`config.mk`:
```
export PLATFORM = sky130hd
export DESIGN_NAME = random_spawn_ctrl
export DESIGN_NICKNAME = d
export VERILOG_FILES = /design/src/rtl/spawn_pkg.sv /design/src/rtl/spawn_range_check.sv /design/src/rtl/random_spawn_ctrl.sv
export SDC_FILE = /design/constraint.sdc
export NUM_CORES = 1
export LEC_CHECK = 0
export BUFFER_PORTS_ARGS = -buffer_cell sky130_fd_sc_hd__buf_2
export CAP_MARGIN = 20
export CORE_AREA = 2 2 71 73
export DETAILED_ROUTE_END_ITERATION = 10
export DIE_AREA = 0 0 73 75
export PLACE_DENSITY = 0.75
export SYNTH_ARGS = -nofsm -noshare
export SYNTH_HDL_FRONTEND = slang
export SYNTH_HIERARCHICAL = 1
export SYNTH_SLANG_ARGS = --single-unit
export TNS_END_PERCENT = 20
```
`constraint.sdc`:
```
create_clock -name clk -period 2.4 [get_ports clk]
set_clock_uncertainty 0.05 [all_clocks]
set_input_delay 0.48 -clock clk [delete_from_list [all_inputs] [get_ports clk]]
set_output_delay 0.48 -clock clk [all_outputs]
set_load 0.1 [all_outputs]
```
`src/rtl/spawn_pkg.sv`:
```
// Shared types and rnd_data field layout for the random spawn controller.
// Optional feature macro used by this block: SPAWN_MIN_GAP_EN.
package spawn_pkg;

    localparam int unsigned RND_W     = 30;
    localparam int unsigned X_W       = 10;
    localparam int unsigned Y_W       = 9;
    localparam int unsigned TYPE_W    = 2;
    localparam int unsigned SPEED_W   = 3;

    localparam int unsigned X_LSB     = 0;
    localparam int unsigned Y_LSB     = 10;
    localparam int unsigned TYPE_LSB  = 19;
    localparam int unsigned SPEED_LSB = 21;

    // A raw speed of zero would spawn a motionless object; it is promoted to this value.
    localparam logic [SPEED_W-1:0] SPEED_ZERO_REMAP = 3'd1;

    typedef enum logic [2:0] {
        S_IDLE,
        S_WAIT,
        S_DRAW,
        S_SETTLE,
        S_CHECK,
        S_OFFER
    } spawn_state_e;

    typedef struct packed {
        logic [X_W-1:0]     x;
        logic [Y_W-1:0]     y;
        logic [TYPE_W-1:0]  kind;
        logic [SPEED_W-1:0] speed;
    } spawn_cmd_t;

    function automatic logic [SPEED_W-1:0] remap_speed(input logic [SPEED_W-1:0] raw);
        return (raw == '0) ? SPEED_ZERO_REMAP : raw;
    endfunction

endpackage

```
`src/rtl/spawn_range_check.sv`:
```
// Playfield bounds check, optional horizontal gap check and fold fallback for one word.
// Optional feature macro: SPAWN_MIN_GAP_EN (adds the last_x gap rule).
module spawn_range_check
    import spawn_pkg::*;
#(
    parameter int unsigned X_MAX   = 608,
    parameter int unsigned Y_MAX   = 448,
    parameter int unsigned MIN_GAP = 64
) (
    input  logic [X_W-1:0] x,
    input  logic [Y_W-1:0] y,
`ifdef SPAWN_MIN_GAP_EN
    input  logic [X_W-1:0] last_x,
`endif
    output logic           accept,
    output logic [X_W-1:0] x_fold,
    output logic [Y_W-1:0] y_fold
);

    localparam int unsigned    DIST_W  = X_W + 1;
    localparam logic [X_W-1:0] X_MAX_V = X_W'(X_MAX);
    localparam logic [Y_W-1:0] Y_MAX_V = Y_W'(Y_MAX);
    localparam logic [X_W-1:0] X_WRAP  = X_W'(X_MAX + 1);
    localparam logic [Y_W-1:0] Y_WRAP  = Y_W'(Y_MAX + 1);

    logic x_ok;
    logic y_ok;
    logic gap_ok;

    assign x_ok = (x <= X_MAX_V);
    assign y_ok = (y <= Y_MAX_V);

    // Out-of-range coordinates wrap back by one playfield span; in-range ones pass through.
    assign x_fold = x_ok ? x : x - X_WRAP;
    assign y_fold = y_ok ? y : y - Y_WRAP;

`ifdef SPAWN_MIN_GAP_EN
    logic [DIST_W-1:0] dist;

    // Absolute horizontal distance from the previously handed-off spawn.
    assign dist   = (x >= last_x) ? {1'b0, x - last_x} : {1'b0, last_x - x};
    assign gap_ok = (dist >= DIST_W'(MIN_GAP));
`else
    assign gap_ok = 1'b1;
`endif

    assign accept = x_ok & y_ok & gap_ok;

endmodule

```
`src/rtl/random_spawn_ctrl.sv`:
```
// Random spawn controller: paces LFSR draws by frame count, range-checks the word,
// redraws or folds on rejection, and offers the spawn on a valid/ready handshake.
// Optional feature macro: SPAWN_MIN_GAP_EN (minimum horizontal gap from the last spawn).
module random_spawn_ctrl
    import spawn_pkg::*;
#(
    parameter int unsigned SCREEN_W        = 640,
    parameter int unsigned SCREEN_H        = 480,
    parameter int unsigned OBJ_W           = 32,
    parameter int unsigned OBJ_H           = 32,
    parameter int unsigned INTERVAL_FRAMES = 60,
    parameter int unsigned MAX_RETRY       = 7,
    parameter int unsigned MIN_GAP         = 64
) (
    input  logic               clk,
    input  logic               reset,
    input  logic               enable,
    input  logic               frame_tick,
    input  logic [RND_W-1:0]   rnd_data,
    output logic               rnd_gen,
    output logic               spawn_valid,
    input  logic               spawn_ready,
    output logic [X_W-1:0]     spawn_x,
    output logic [Y_W-1:0]     spawn_y,
    output logic [TYPE_W-1:0]  spawn_type,
    output logic [SPEED_W-1:0] spawn_speed
);

    localparam int unsigned X_MAX = SCREEN_W - OBJ_W;
    localparam int unsigned Y_MAX = SCREEN_H - OBJ_H;
    localparam int unsigned FC_W  = (INTERVAL_FRAMES > 1) ? $clog2(INTERVAL_FRAMES) : 1;
    localparam int unsigned RC_W  = $clog2(MAX_RETRY + 2);

    localparam logic [FC_W-1:0] FC_LAST = FC_W'(INTERVAL_FRAMES - 1);
    localparam logic [RC_W-1:0] RC_MAX  = RC_W'(MAX_RETRY);

    spawn_state_e     state;
    spawn_state_e     next_state;
    logic [FC_W-1:0]  frame_cnt;
    logic [FC_W-1:0]  frame_cnt_nxt;
    logic [RC_W-1:0]  retry_cnt;
    logic [RC_W-1:0]  retry_nxt;
    logic             load_cmd;
    spawn_cmd_t       cmd_q;

    logic [X_W-1:0]     raw_x;
    logic [Y_W-1:0]     raw_y;
    logic [TYPE_W-1:0]  raw_type;
    logic [SPEED_W-1:0] raw_speed;
    logic               accept;
    logic [X_W-1:0]     chk_x;
    logic [Y_W-1:0]     chk_y;
    logic               unused_rnd_hi;

    assign raw_x         = rnd_data[X_LSB +: X_W];
    assign raw_y         = rnd_data[Y_LSB +: Y_W];
    assign raw_type      = rnd_data[TYPE_LSB +: TYPE_W];
    assign raw_speed     = rnd_data[SPEED_LSB +: SPEED_W];
    assign unused_rnd_hi = ^rnd_data[RND_W-1:SPEED_LSB+SPEED_W];

`ifdef SPAWN_MIN_GAP_EN
    logic [X_W-1:0] last_x;
`endif

    spawn_range_check #(
        .X_MAX   (X_MAX),
        .Y_MAX   (Y_MAX),
        .MIN_GAP (MIN_GAP)
    ) u_range_check (
        .x      (raw_x),
        .y      (raw_y),
`ifdef SPAWN_MIN_GAP_EN
        .last_x (last_x),
`endif
        .accept (accept),
        .x_fold (chk_x),
        .y_fold (chk_y)
    );

    // Next-state, frame pacing and retry bookkeeping.
    always_comb begin
        next_state    = state;
        frame_cnt_nxt = frame_cnt;
        retry_nxt     = retry_cnt;
        load_cmd      = 1'b0;

        unique case (state)
            S_IDLE: begin
                if (enable) next_state = S_WAIT;
            end
            S_WAIT: begin
                if (!enable) begin
                    next_state    = S_IDLE;
                    frame_cnt_nxt = '0;
                    retry_nxt     = '0;
                end else if (frame_tick) begin
                    if (frame_cnt == FC_LAST) begin
                        frame_cnt_nxt = '0;
                        next_state    = S_DRAW;
                    end else begin
                        frame_cnt_nxt = frame_cnt + 1'b1;
                    end
                end
            end
            S_DRAW, S_SETTLE: begin
                if (!enable) begin
                    next_state    = S_IDLE;
                    frame_cnt_nxt = '0;
                    retry_nxt     = '0;
                end else begin
                    next_state = (state == S_DRAW) ? S_SETTLE : S_CHECK;
                end
            end
            S_CHECK: begin
                if (!enable) begin
                    next_state    = S_IDLE;
                    frame_cnt_nxt = '0;
                    retry_nxt     = '0;
                end else if (accept || (retry_cnt == RC_MAX)) begin
                    load_cmd   = 1'b1;
                    next_state = S_OFFER;
                end else begin
                    retry_nxt  = retry_cnt + 1'b1;
                    next_state = S_DRAW;
                end
            end
            S_OFFER: begin
                if (spawn_valid && spawn_ready) begin
                    retry_nxt  = '0;
                    next_state = enable ? S_WAIT : S_IDLE;
                end
            end
            default: begin
                next_state = S_IDLE;
            end
        endcase
    end

    // State, counters, registered strobes and the held spawn payload.
    always_ff @(posedge clk or posedge reset) begin
        if (reset) begin
            state       <= S_IDLE;
            frame_cnt   <= '0;
            retry_cnt   <= '0;
            rnd_gen     <= 1'b0;
            spawn_valid <= 1'b0;
            cmd_q       <= '0;
        end else begin
            state       <= next_state;
            frame_cnt   <= frame_cnt_nxt;
            retry_cnt   <= retry_nxt;
            rnd_gen     <= (next_state == S_DRAW);
            spawn_valid <= (next_state == S_OFFER);
            if (load_cmd) begin
                cmd_q <= '{x: chk_x, y: chk_y, kind: raw_type, speed: remap_speed(raw_speed)};
            end
        end
    end

`ifdef SPAWN_MIN_GAP_EN
    // Remember the x of the last spawn the object manager actually took.
    always_ff @(posedge clk or posedge reset) begin
        if (reset) begin
            last_x <= '0;
        end else if ((state == S_OFFER) && spawn_valid && spawn_ready) begin
            last_x <= cmd_q.x;
        end
    end
`endif

    assign spawn_x     = cmd_q.x;
    assign spawn_y     = cmd_q.y;
    assign spawn_type  = cmd_q.kind;
    assign spawn_speed = cmd_q.speed;

endmodule

```
==> metrics.log <==
[metrics] depth of the worst register-to-register path: 5
[metrics] Initial Utilization: 49.50%
[metrics] status: finished, final reports clean
[metrics] standard-cell row count: 25
[metrics] buffer levels on the longest clock path: 2
[metrics] final hold violation count: 0
[metrics] Residual DRC: 0
[metrics] 1st-pass router iterations: 4
[metrics] die extent in x: 73 um
[metrics] required arrival time at the worst endpoint: 2.58 ns
[metrics] htree depth: 2
[metrics] clock slew seen by the registers of the worst setup and hold paths: 0.08 ns
[metrics] post-detailed-route wirelength per cell: between 10 and 15 um
[metrics] # placed instances: 327
[metrics] nets@finish: between 300 and 400
[metrics] top achievable clock speed: 482.1 MHz
[metrics] total gr overflow: 0
[metrics] part of the Yosys area used for sequential elements: between 40% and 50%
[metrics] fill count: 407
[metrics] number of max-capacitance violations reported: 0
[metrics] Core Footprint: 0.004661 mm^2
[metrics] Worst-Skew Late Latency: 0.28 ns
[metrics] Leak Pwr: 1.413 nW
[metrics] TNS Setup: 0 ns
[metrics] Final HPWL DP: 3331 um
[metrics] number of pins with negative max-slew slack in the final report: 0
[metrics] Avg Synthesized Cell Area: 10.58 um^2
[metrics] detail-routed via count per cell: 5.666
[metrics] slew at the pin closest to its max-slew limit: 0.6876 ns
[metrics] most used flip-flop cell after synthesis: dfrtp_1
[metrics] clock sink count: 39
[metrics] count of buffers inserted at the top-level ports: between 50 and 60
[metrics] total via count in the routed design: 1898
[metrics] number of setup violations in the final report: 0
[metrics] root buffer selected by CTS: clkbuf_8
[metrics] min cycle time layout: 2.074 ns
[metrics] vias in the first global route: 1663
[metrics] setup bufs post-CTS: 0
[metrics] global-route wire length before repair: 7224 um
[metrics] Area contributors post-synth: dfrtp_1 (42%), mux2_2 (12%), nand3_1 (3.7%), o21ai_0 (3.5%), ha_1 (2.2%)
[metrics] cell area power density: 467.7 mW/mm^2
[metrics] synthesized instance count: 218
[metrics] GRT Resource Usage Total: 16.90%
[metrics] number of placed I/O pins: 61
[metrics] Arr. time, crit path: 2.25 ns
[metrics] clock tree from TritonCTS: built
[metrics] Setup Crit Path Kind: input pin to flop
[metrics] cell area after technology mapping: 0.002307 mm^2
[metrics] number of non-filler instances in the completed layout: approximately 340
[metrics] Inserted Clock Buffers: 5
[metrics] # hold bufs at CTS: 0
[metrics] routability cong.: 0.7851
[metrics] Resized cells post-CTS: 0
[metrics] FF+latch count, synth: 39
[metrics] maximum number of pins on one net before global-route repair: 40
[metrics] number of antenna violations at the first check in global routing: 0
[metrics] post-synth top area share: 42.30%
[metrics] final core occ: 59.14%
[metrics] total die area: 0.005475 mm^2
[metrics] Relative slew margins: 53.67%
[metrics] ratio of cells with drive above 1 in the final layout: about 40%
[metrics] yosys warns: 6
[metrics] Crit Path Max Fanout: 5
[metrics] DRC violation total after the first TritonRoute iteration: 51
[metrics] unrepaired setup endpoints after global routing: false
[metrics] Synth Net Count: 257
[metrics] HP Class: input pin to asynchronous set/reset pin
[metrics] vertical die dimension: between 70 and 80 um
[metrics] Post-synth EDFFs: 0
[metrics] unique cell type count in the Yosys netlist: 53
[metrics] post-route clock period utilization: 86.42%
[metrics] Critical Path Start Type: input pin
[metrics] Area growth, synth to finish: 19.47%
[metrics] asr flop ratio synth: between 90% and 100%
[metrics] worst voltage drop across the vdd grid: 0.1855 mV
[metrics] Detail Route Antenna Nets: 0
[metrics] kind of end point of the critical path: flop
[metrics] count of antenna diodes in the layout: 0
[metrics] Routed WL: 4417 um
[metrics] Synth area leader: dfrtp_1
[worst paths after layout]
path                                      from        endpoint  slack [ns]
min in group clk                  rnd_data[20]   spawn_type[1]        0.38
worst max-delay path              rnd_data[10]    retry_cnt[3]        0.33
worst min-delay path                     reset    retry_cnt[3]        0.25
worst min register to register  spawn_speed[0]  spawn_speed[0]        0.43
worst max register to register    frame_cnt[0]    frame_cnt[5]        0.52
max in group asynchronous                reset    retry_cnt[0]        1.69
[area by class of cell]
| cell class | instances | area [um^2] | area share, % |
|---|---|---|---|
| multi-input cells | 160 | 1244 | 45.12 |
| inverters | 12 | 45.04 | 1.634 |
| clock inverters | 1 | 5.005 | 0.1816 |
| well taps | 54 | 67.56 | 2.451 |
| flip-flops and latches | 39 | 975.9 | 35.41 |
| repair buffers | 62 | 342.8 | 12.44 |
| clock buffers | 7 | 76.32 | 2.769 |
[critical path, stage by stage]
cell,delay (ns)
buf_2,0.11
inv_1,0.07
ha_1,0.21
nor3b_2,0.17
nor2_2,0.24
nor2_1,0.13
a2bb2oi_1,0.14
a21oi_1,0.10
or4_1,0.51
nand3_1,0.09
[kinds of logic (layout without fill, tap and decap cells)]
logic type / Yosys count / count (layout) / share of synthesized area (%)
compound gates: 44 / 44 / 15.29
fa+ha+maj: 4 / 4 / 2.169
buf+inv: 19 / 82 / 4.176
xor+xnor: 4 / 4 / 1.518
simple gates: 82 / 82 / 21.96
mux: 26 / 26 / 12.58
flops: 39 / 39 / 42.30
[cells in the final DEF (no fill, tap or decap), drive strengths merged, types with 3 or more instances in the layout]
cell / instances
nor2: 13
nor3: 6
clkbuf: 7
xnor2: 4
mux2: 24
nor2b: 3
a21o: 5
a21oi: 3
nand2: 13
o311ai: 3
dfrtp: 39
o21ai: 18
nand4: 8
inv: 12
nand3: 18
buf: 62
ha: 4
or4: 4
o31ai: 4
[Yosys cell counts, types with 2 or more instances]
| cell type | number |
|---|---|
| a21oi_1 | 2 |
| buf_4 | 4 |
| nor2b_1 | 3 |
| nor3_2 | 2 |
| o31a_1 | 2 |
| dfrtp_1 | 39 |
| o311ai_2 | 3 |
| xnor2_1 | 4 |
| or4_1 | 3 |
| mux2i_1 | 2 |
| o21ai_0 | 16 |
| nor3_1 | 4 |
| buf_2 | 2 |
| ha_1 | 4 |
| a22o_1 | 2 |
| nand4_1 | 8 |
| o311a_1 | 2 |
| nand2_1 | 13 |
| mux2_2 | 24 |
| a21o_1 | 4 |
| o31ai_1 | 3 |
| nor4_1 | 2 |
| inv_1 | 12 |
| nor2_1 | 12 |
| nand3_1 | 17 |
| nand3b_1 | 2 |
[state kept, by name, summed over array words and instances (netlist names)]
register and flops:
frame_cnt 6, retry_cnt 4, rnd_gen 1, spawn_speed 3, spawn_type 2, spawn_valid 1, spawn_x 10, spawn_y 9
state 3
[power breakdown]
part | internal [mW] | total (mW) | switching, mW
clock | 0.204 | 0.420 | 0.216
combinational | 0.0780 | 0.171 | 0.0931
sequential | 0.673 | 0.698 | 0.0252
total | 0.955 | 1.29 | 0.334
[layer usage]
layer	GRT usage, %	routed length, um	vias to the layer above
met4	4.938	48	0
met1	21.38	2016	908
li1	-	-	931
met5	0	0	-
met2	28.03	2114	52
met3	5.221	236	7
[metrics by stage]
stage | setup WS, ns | hold slack [ns] | area (um^2) | power (mW)
after floorplan | 0.08612 | 0.4348 | 2316 | 0.8114
after global placement | 0.05747 | 0.4118 | 2675 | 0.8782
after detailed placement | 0.01671 | 0.4172 | 2675 | 0.8832
after CTS | 0.3330 | 0.2653 | 2756 | 1.312
after global routing | 0.1180 | 0.2977 | 2756 | 1.361
final | 0.3259 | 0.2505 | 2756 | 1.289
(Power assumes the default switching activity.)
